### src/rtl/mem_access_pkg.sv
// Shared constants and state encoding for the memory access unit.
// Contents: word width, default memory size/latency, FSM state constants.
package mem_access_pkg;

    localparam int WORD_W              = 32;
    localparam int MEM_BYTES_DEFAULT   = 128;
    localparam int MEM_LATENCY_DEFAULT = 2;

    // Sequencer states (IDLE / ACCESS / RESP)
    typedef logic [1:0] state_t;
    localparam state_t IDLE   = 2'd0;
    localparam state_t ACCESS = 2'd1;
    localparam state_t RESP   = 2'd2;

endpackage

### src/rtl/load_extend.sv
// Shapes the raw memory word into the value returned to the pipeline.
// Ports:
//   raw_word  in  32  word sampled from memory
//   byte_op   in  1   byte access: only [7:0] is meaningful
//   signed_op in  1   byte loads: sign-extend instead of zero-extend
//   write_op  in  1   store: result is forced to zero
//   result    out 32  extended load data
module load_extend
    import mem_access_pkg::*;
(
    input  logic [WORD_W-1:0] raw_word,
    input  logic              byte_op,
    input  logic              signed_op,
    input  logic              write_op,
    output logic [WORD_W-1:0] result
);

    always_comb begin
        result = '0;
        if (write_op) begin
            result = '0;
        end else if (byte_op) begin
            if (signed_op) begin
                result = {{(WORD_W - 8){raw_word[7]}}, raw_word[7:0]};
            end else begin
                result = {{(WORD_W - 8){1'b0}}, raw_word[7:0]};
            end
        end else begin
            result = raw_word;
        end
    end

endmodule

### src/rtl/mem_access_unit.sv
// Sequencing front-end between the MEM stage and the data memory. Accepts one
// load/store at a time, range-checks it, holds the memory strobes for
// MEM_LATENCY cycles, then returns extended load data or a fault.
// Optional macro MEM_ACCESS_ALIGN_CHECK_EN: word accesses with addr[1:0]!=0
// take the fault path.
// Ports:
//   clk, rst                        clock, synchronous active-high reset
//   req_valid/req_ready             request handshake
//   req_write/byte/signed/addr/wdata  request fields
//   rsp_valid/rsp_ready             response handshake
//   rsp_rdata, rsp_fault            response payload
//   mem_read/write/byte/addr/wdata  level-sensitive memory strobes
//   mem_rdata                       memory read data
module mem_access_unit
    import mem_access_pkg::*;
#(
    parameter int MEM_BYTES   = MEM_BYTES_DEFAULT,
    parameter int MEM_LATENCY = MEM_LATENCY_DEFAULT,
    parameter int ADDR_W      = 18
) (
    input  logic              clk,
    input  logic              rst,
    input  logic              req_valid,
    output logic              req_ready,
    input  logic              req_write,
    input  logic              req_byte,
    input  logic              req_signed,
    input  logic [ADDR_W-1:0] req_addr,
    input  logic [WORD_W-1:0] req_wdata,
    output logic              rsp_valid,
    input  logic              rsp_ready,
    output logic [WORD_W-1:0] rsp_rdata,
    output logic              rsp_fault,
    output logic              mem_read,
    output logic              mem_write,
    output logic              mem_byte,
    output logic [ADDR_W-1:0] mem_addr,
    output logic [WORD_W-1:0] mem_wdata,
    input  logic [WORD_W-1:0] mem_rdata
);

    // One extra bit so addr+3 never wraps past the top of the address space.
    localparam int                SUM_W    = ADDR_W + 1;
    localparam logic [SUM_W-1:0]  LIMIT    = SUM_W'(MEM_BYTES);
    localparam logic [3:0]        LAST_CNT = 4'(MEM_LATENCY - 1);

    state_t              state_q;
    logic [3:0]          cnt_q;
    logic                write_q;
    logic                byte_q;
    logic                signed_q;
    logic [ADDR_W-1:0]   addr_q;
    logic [WORD_W-1:0]   wdata_q;
    logic [WORD_W-1:0]   rdata_q;
    logic                fault_q;

    logic [SUM_W-1:0]    last_byte;
    logic                in_range;
    logic                misaligned;
    logic                accept;
    logic [WORD_W-1:0]   ext_rdata;

    assign last_byte = {1'b0, req_addr} + (req_byte ? SUM_W'(0) : SUM_W'(3));
    assign in_range  = last_byte < LIMIT;

`ifdef MEM_ACCESS_ALIGN_CHECK_EN
    assign misaligned = !req_byte && (req_addr[1:0] != 2'b00);
`else
    assign misaligned = 1'b0;
`endif

    assign req_ready = (state_q == IDLE);
    assign accept    = req_valid && req_ready;
    assign rsp_valid = (state_q == RESP);
    assign rsp_rdata = rdata_q;
    assign rsp_fault = fault_q;

    load_extend u_load_extend (
        .raw_word  (mem_rdata),
        .byte_op   (byte_q),
        .signed_op (signed_q),
        .write_op  (write_q),
        .result    (ext_rdata)
    );

    always_ff @(posedge clk) begin
        if (rst) begin
            state_q  <= IDLE;
            cnt_q    <= '0;
            write_q  <= 1'b0;
            byte_q   <= 1'b0;
            signed_q <= 1'b0;
            addr_q   <= '0;
            wdata_q  <= '0;
            rdata_q  <= '0;
            fault_q  <= 1'b0;
        end else begin
            unique case (state_q)
                IDLE: begin
                    if (accept) begin
                        write_q  <= req_write;
                        byte_q   <= req_byte;
                        signed_q <= req_signed;
                        addr_q   <= req_addr;
                        wdata_q  <= req_wdata;
                        cnt_q    <= '0;
                        if (!in_range || misaligned) begin
                            fault_q <= 1'b1;
                            rdata_q <= '0;
                            state_q <= RESP;
                        end else begin
                            state_q <= ACCESS;
                        end
                    end
                end
                ACCESS: begin
                    if (cnt_q == LAST_CNT) begin
                        rdata_q <= ext_rdata;
                        cnt_q   <= '0;
                        state_q <= RESP;
                    end else begin
                        cnt_q <= cnt_q + 4'd1;
                    end
                end
                RESP: begin
                    if (rsp_ready) begin
                        fault_q <= 1'b0;
                        rdata_q <= '0;
                        state_q <= IDLE;
                    end
                end
                default: begin
                    state_q <= IDLE;
                end
            endcase
        end
    end

    // Strobes and address/data only leave zero while ACCESS, so the
    // combinational memory never sees stray write activity.
    always_comb begin
        mem_read  = 1'b0;
        mem_write = 1'b0;
        mem_byte  = 1'b0;
        mem_addr  = '0;
        mem_wdata = '0;
        if (state_q == ACCESS) begin
            mem_read  = !write_q;
            mem_write = write_q;
            mem_byte  = byte_q;
            mem_addr  = addr_q;
            mem_wdata = wdata_q;
        end
    end

endmodule

### config.mk
export PLATFORM = sky130hd
export DESIGN_NAME = mem_access_unit
export DESIGN_NICKNAME = d
export VERILOG_FILES = /design/src/rtl/mem_access_pkg.sv /design/src/rtl/load_extend.sv /design/src/rtl/mem_access_unit.sv
export SDC_FILE = /design/constraint.sdc
export NUM_CORES = 1
export LEC_CHECK = 0
export ABC_AREA = 1
export BUFFER_PORTS_ARGS = -buffer_cell sky130_fd_sc_hd__buf_2
export CAP_MARGIN = 0
export CORE_MARGIN = 2
export CORE_UTILIZATION = 40
export DETAILED_ROUTE_END_ITERATION = 16
export GPL_TIMING_DRIVEN = 0
export PLACE_DENSITY = 0.66
export RECOVER_POWER = 25
export SYNTH_ARGS = -nofsm -noshare
export SYNTH_HDL_FRONTEND = slang
export SYNTH_SLANG_ARGS = --single-unit
### constraint.sdc
create_clock -name clk -period 2.4 [get_ports clk]
set_clock_uncertainty 0.2 [all_clocks]
set_input_delay 0.24 -clock clk [delete_from_list [all_inputs] [get_ports clk]]
set_output_delay 0.24 -clock clk [all_outputs]
set_load 0.01 [all_outputs]
==> impl_metrics.csv <==
group,metric,value,unit
cells_and_area,n_fill_cell,1155,
drt,drt-wirelength-per-cell,12.2,um
worst_setup_path,worstReg2RegEnd,"rsp_rdata[13]",
sta,fmax,0.433,GHz
cells_and_area,final_core_util,55.7,%
placement,place_inst,1038,
power_and_ir_drop,power_leakage,3.00,nW
synth,syn_avg_cell_area,6.40,um2
sta,drv_slew,0,
worst_setup_path,crit_chain,"inv_2, nor2_1, inv_2, clkbuf_2, buf_2, nor2_1, buf_2",
power_and_ir_drop,pwr_density_cell,616,nW/um2
clock_network,root_buffer,"clkbuf_16",
cells_and_area,mostFrequentLayoutCell,"nor2_1",
cells_and_area,n_antenna_cell,0,
global_routing,grtUsageTotal,21.3,%
worst_setup_path,worstSetupEndpointType,"output pin",
synth,ys_ff_latch,92,
synth,yosys_warnings,0,
sta,slew_headroom,64.4,%
worst_setup_path,cp_slowest_cell,"dfxtp_1",
drt,wl,13300,um
drt,drc,0,
drt,avgViaCountPerCell,4.62,
sta,finalSetupViolations,0,
worst_setup_path,cp-start-kind,"flop",
placement,io_buffers,176,
clock_network,worstSkewPairLatency,340,ps
floorplan,dieWidth,111,um
floorplan,fp.dieH,111,um
cells_and_area,fin_cells,1089,
sta,holdWs,4.70,ps
drt,ant_nets,0,
synth,synthCells,719,
floorplan,start_util,40.6,%
worst_setup_path,reg2reg_slack,230,ps
clock_network,cts_max_path_buffers,2,
hold_path,hold_path_class,"primary input to flop",
cells_and_area,layout_common_cells,"nor2_1, buf_2, nand2_1, inv_1, dfxtp_1",
clock_network,path_clk_slew,70,ps
placement,dp_hpwl,9800,um
worst_setup_path,required,1960,ps
run_status,status,"finished, final reports clean",
floorplan,die_area,12400,um2
cells_and_area,syn2layout_area_growth,37.2,%
clock_network,cts_buffers,9,
floorplan,pin_count,177,
worst_setup_path,critPathMaxStageDelay,410,ps
sta,finalCriticalPeriod,2310,ps
hold_path,hold_end,"wdata_q[10]",
drt,first_pass_iters,5,
job,drv_cap,0,
synth,synth_cell_types,30,
hold_path,whs_path_depth,3,
power_and_ir_drop,max-vdd-ir-drop,0.353,mV
drt,via_count,5028,
sta,period_share,96.3,%
worst_setup_path,reg2regPathDepth,11,
placement,place_area,5660,um2
placement,gp_congestion,0.850,
cells_and_area,drive_above_1_share,22.7,%
clock_network,cts_sinks,92,
hold_path,min-delay-start,"req_wdata[10]",
worst_setup_path,r2r-start,"cnt_q[0]",
worst_setup_path,crit_arrival,1870,ps
clock_network,cts_tree,"done",
synth,synth_area,4600,um2
global_routing,antenna_found_initial,0,
global_routing,grt_pass1_wl,21700,um
synth,seq_area_frac_synth,40.0,%
sta,tightestPinTransition,534,ps
sta,hold_viol_final,0,
global_routing,grt_max_degree,15,
sta,rsz0062_at_grt,"yes",
synth,syn_nets,811,
cells_and_area,final_cell_area,6310,um2
worst_setup_path,critical_path_class,"flop to output pin",
global_routing,grt_pass1_vias,4601,
cells_and_area,final_nets,1034,
global_routing,grt_overflow,0,
floorplan,rows,39,
drt,initialDrtViolationCount,369,
clock_network,htree_levels,3,
worst_setup_path,cp_max_fo,10,
floorplan,core,11300,um2
-- repair_timing --
item	4_1_cts	5_1_grt
endpoints found under the setup margin	40	63
cloned	0	0
buffers inserted	0	4
endpoints found under the hold margin	35	0
hold buffers	33	0
resized for setup	4	14
-- area by class of cell --
cell class | count | area, um2 | share of cell area (%)
timing repair buffer | 213 | 1200 | 19.0
tap | 143 | 179 | 2.84
inverter | 111 | 417 | 6.60
clock inverter | 5 | 52.6 | 0.833
clock buffer | 10 | 239 | 3.79
sequential | 92 | 1840 | 29.2
buffer | 36 | 189 | 2.99
multi-input combinational | 479 | 2200 | 34.8
-- worst max-delay path: cells and delay by family, from the launching register on --
family / cells / cell delay [ps]
buffers and inverters: 5 / 780
DFF: 1 / 410
and+or+nand+nor: 2 / 340
-- cell usage after synthesis --
| master | count | share of area [%] |
|---|---|---|
| inv_1 | 100 | 8.2 |
| buf_8 | 2 | 0.65 |
| o22ai_2 | 1 | 0.27 |
| nand2_2 | 2 | 0.27 |
| o21ai_0 | 60 | 6.5 |
| nand2_1 | 126 | 10 |
| buf_1 | 3 | 0.24 |
| nand4_1 | 4 | 0.54 |
| o21ai_1 | 1 | 0.11 |
| ha_1 | 3 | 0.82 |
| nand2_4 | 1 | 0.24 |
| nor2_1 | 152 | 12 |
| a31oi_1 | 1 | 0.14 |
| dfxtp_1 | 92 | 40 |
| nor2_2 | 26 | 3.5 |
| a21oi_1 | 68 | 7.4 |
| buf_12 | 1 | 0.44 |
| a211oi_1 | 1 | 0.16 |
| xor2_1 | 1 | 0.19 |
| inv_2 | 8 | 0.65 |
| clkbuf_1 | 29 | 2.4 |
| o211ai_1 | 1 | 0.16 |
| or2_2 | 2 | 0.27 |
| nor3_1 | 3 | 0.33 |
| o21bai_1 | 3 | 0.49 |
| nand3_4 | 1 | 0.38 |
| clkinv_1 | 3 | 0.24 |
| nand3_1 | 21 | 2.3 |
| o21ai_2 | 1 | 0.19 |
| buf_2 | 2 | 0.22 |
-- per-layer routing --
layer  track usage [%]  share of wire (%)  vias to the layer above
met5                 0                  0                        -
met4              7.41                1.6                        0
met3              4.43                6.9                       18
met2              35.9                 46                      171
met1              27.1                 45                     2190
li1                  -                  -                     2649
-- worst max path at each step --
stage / end / slack (ps) / start
finish: mem_wdata[18] / 90 / state_q[0]
detailed placement: rsp_rdata[30] / -240 / req_byte
global route: mem_byte / -40 / byte_q
floorplan: rsp_rdata[31] / 250 / req_byte
global placement: rsp_rdata[13] / -210 / req_byte
CTS: rsp_rdata[31] / 0.5 / state_q[0]
-- state kept, by name, indices dropped and copies added (netlist names) --
name / flops
addr_q: 18
byte_q: 1
cnt_q: 4
rsp_fault: 1
rsp_rdata: 32
signed_q: 1
state_q: 2
wdata_q: 32
write_q: 1
-- metrics by stage --
stage                     worst slack [ps]  TNS [ps]  power (mW)
after floorplan                        247         0        2.21
after global placement                -207     -6160        2.46
after detailed placement              -245     -7170        2.47
after CTS                            0.468         0        3.91
after global routing                 -39.2     -39.2        4.10
final                                 89.3         0        3.89
-- power by group --
part	total (mW)	switching [mW]	internal, mW	leakage (nW)
sequential	1.72	0.0509	1.67	0.759
combinational	0.761	0.463	0.299	2.10
clock	1.41	0.589	0.824	0.144
total	3.89	1.10	2.79	3.00
-- cell families (layout without fill, tap and decap cells) --
logic type,after synthesis,in the layout,share of synthesized area (%)
AO/OA/AOI/OAI,137,137,15.4
AND/OR/NAND/NOR,338,338,30.5
flip-flops,92,92,40.0
buffers and inverters,148,375,13.0
adder cells (fa/ha/maj),3,3,0.816
XOR/XNOR,1,1,0.190
No activity file was read; power rests on OpenSTA's default activity.
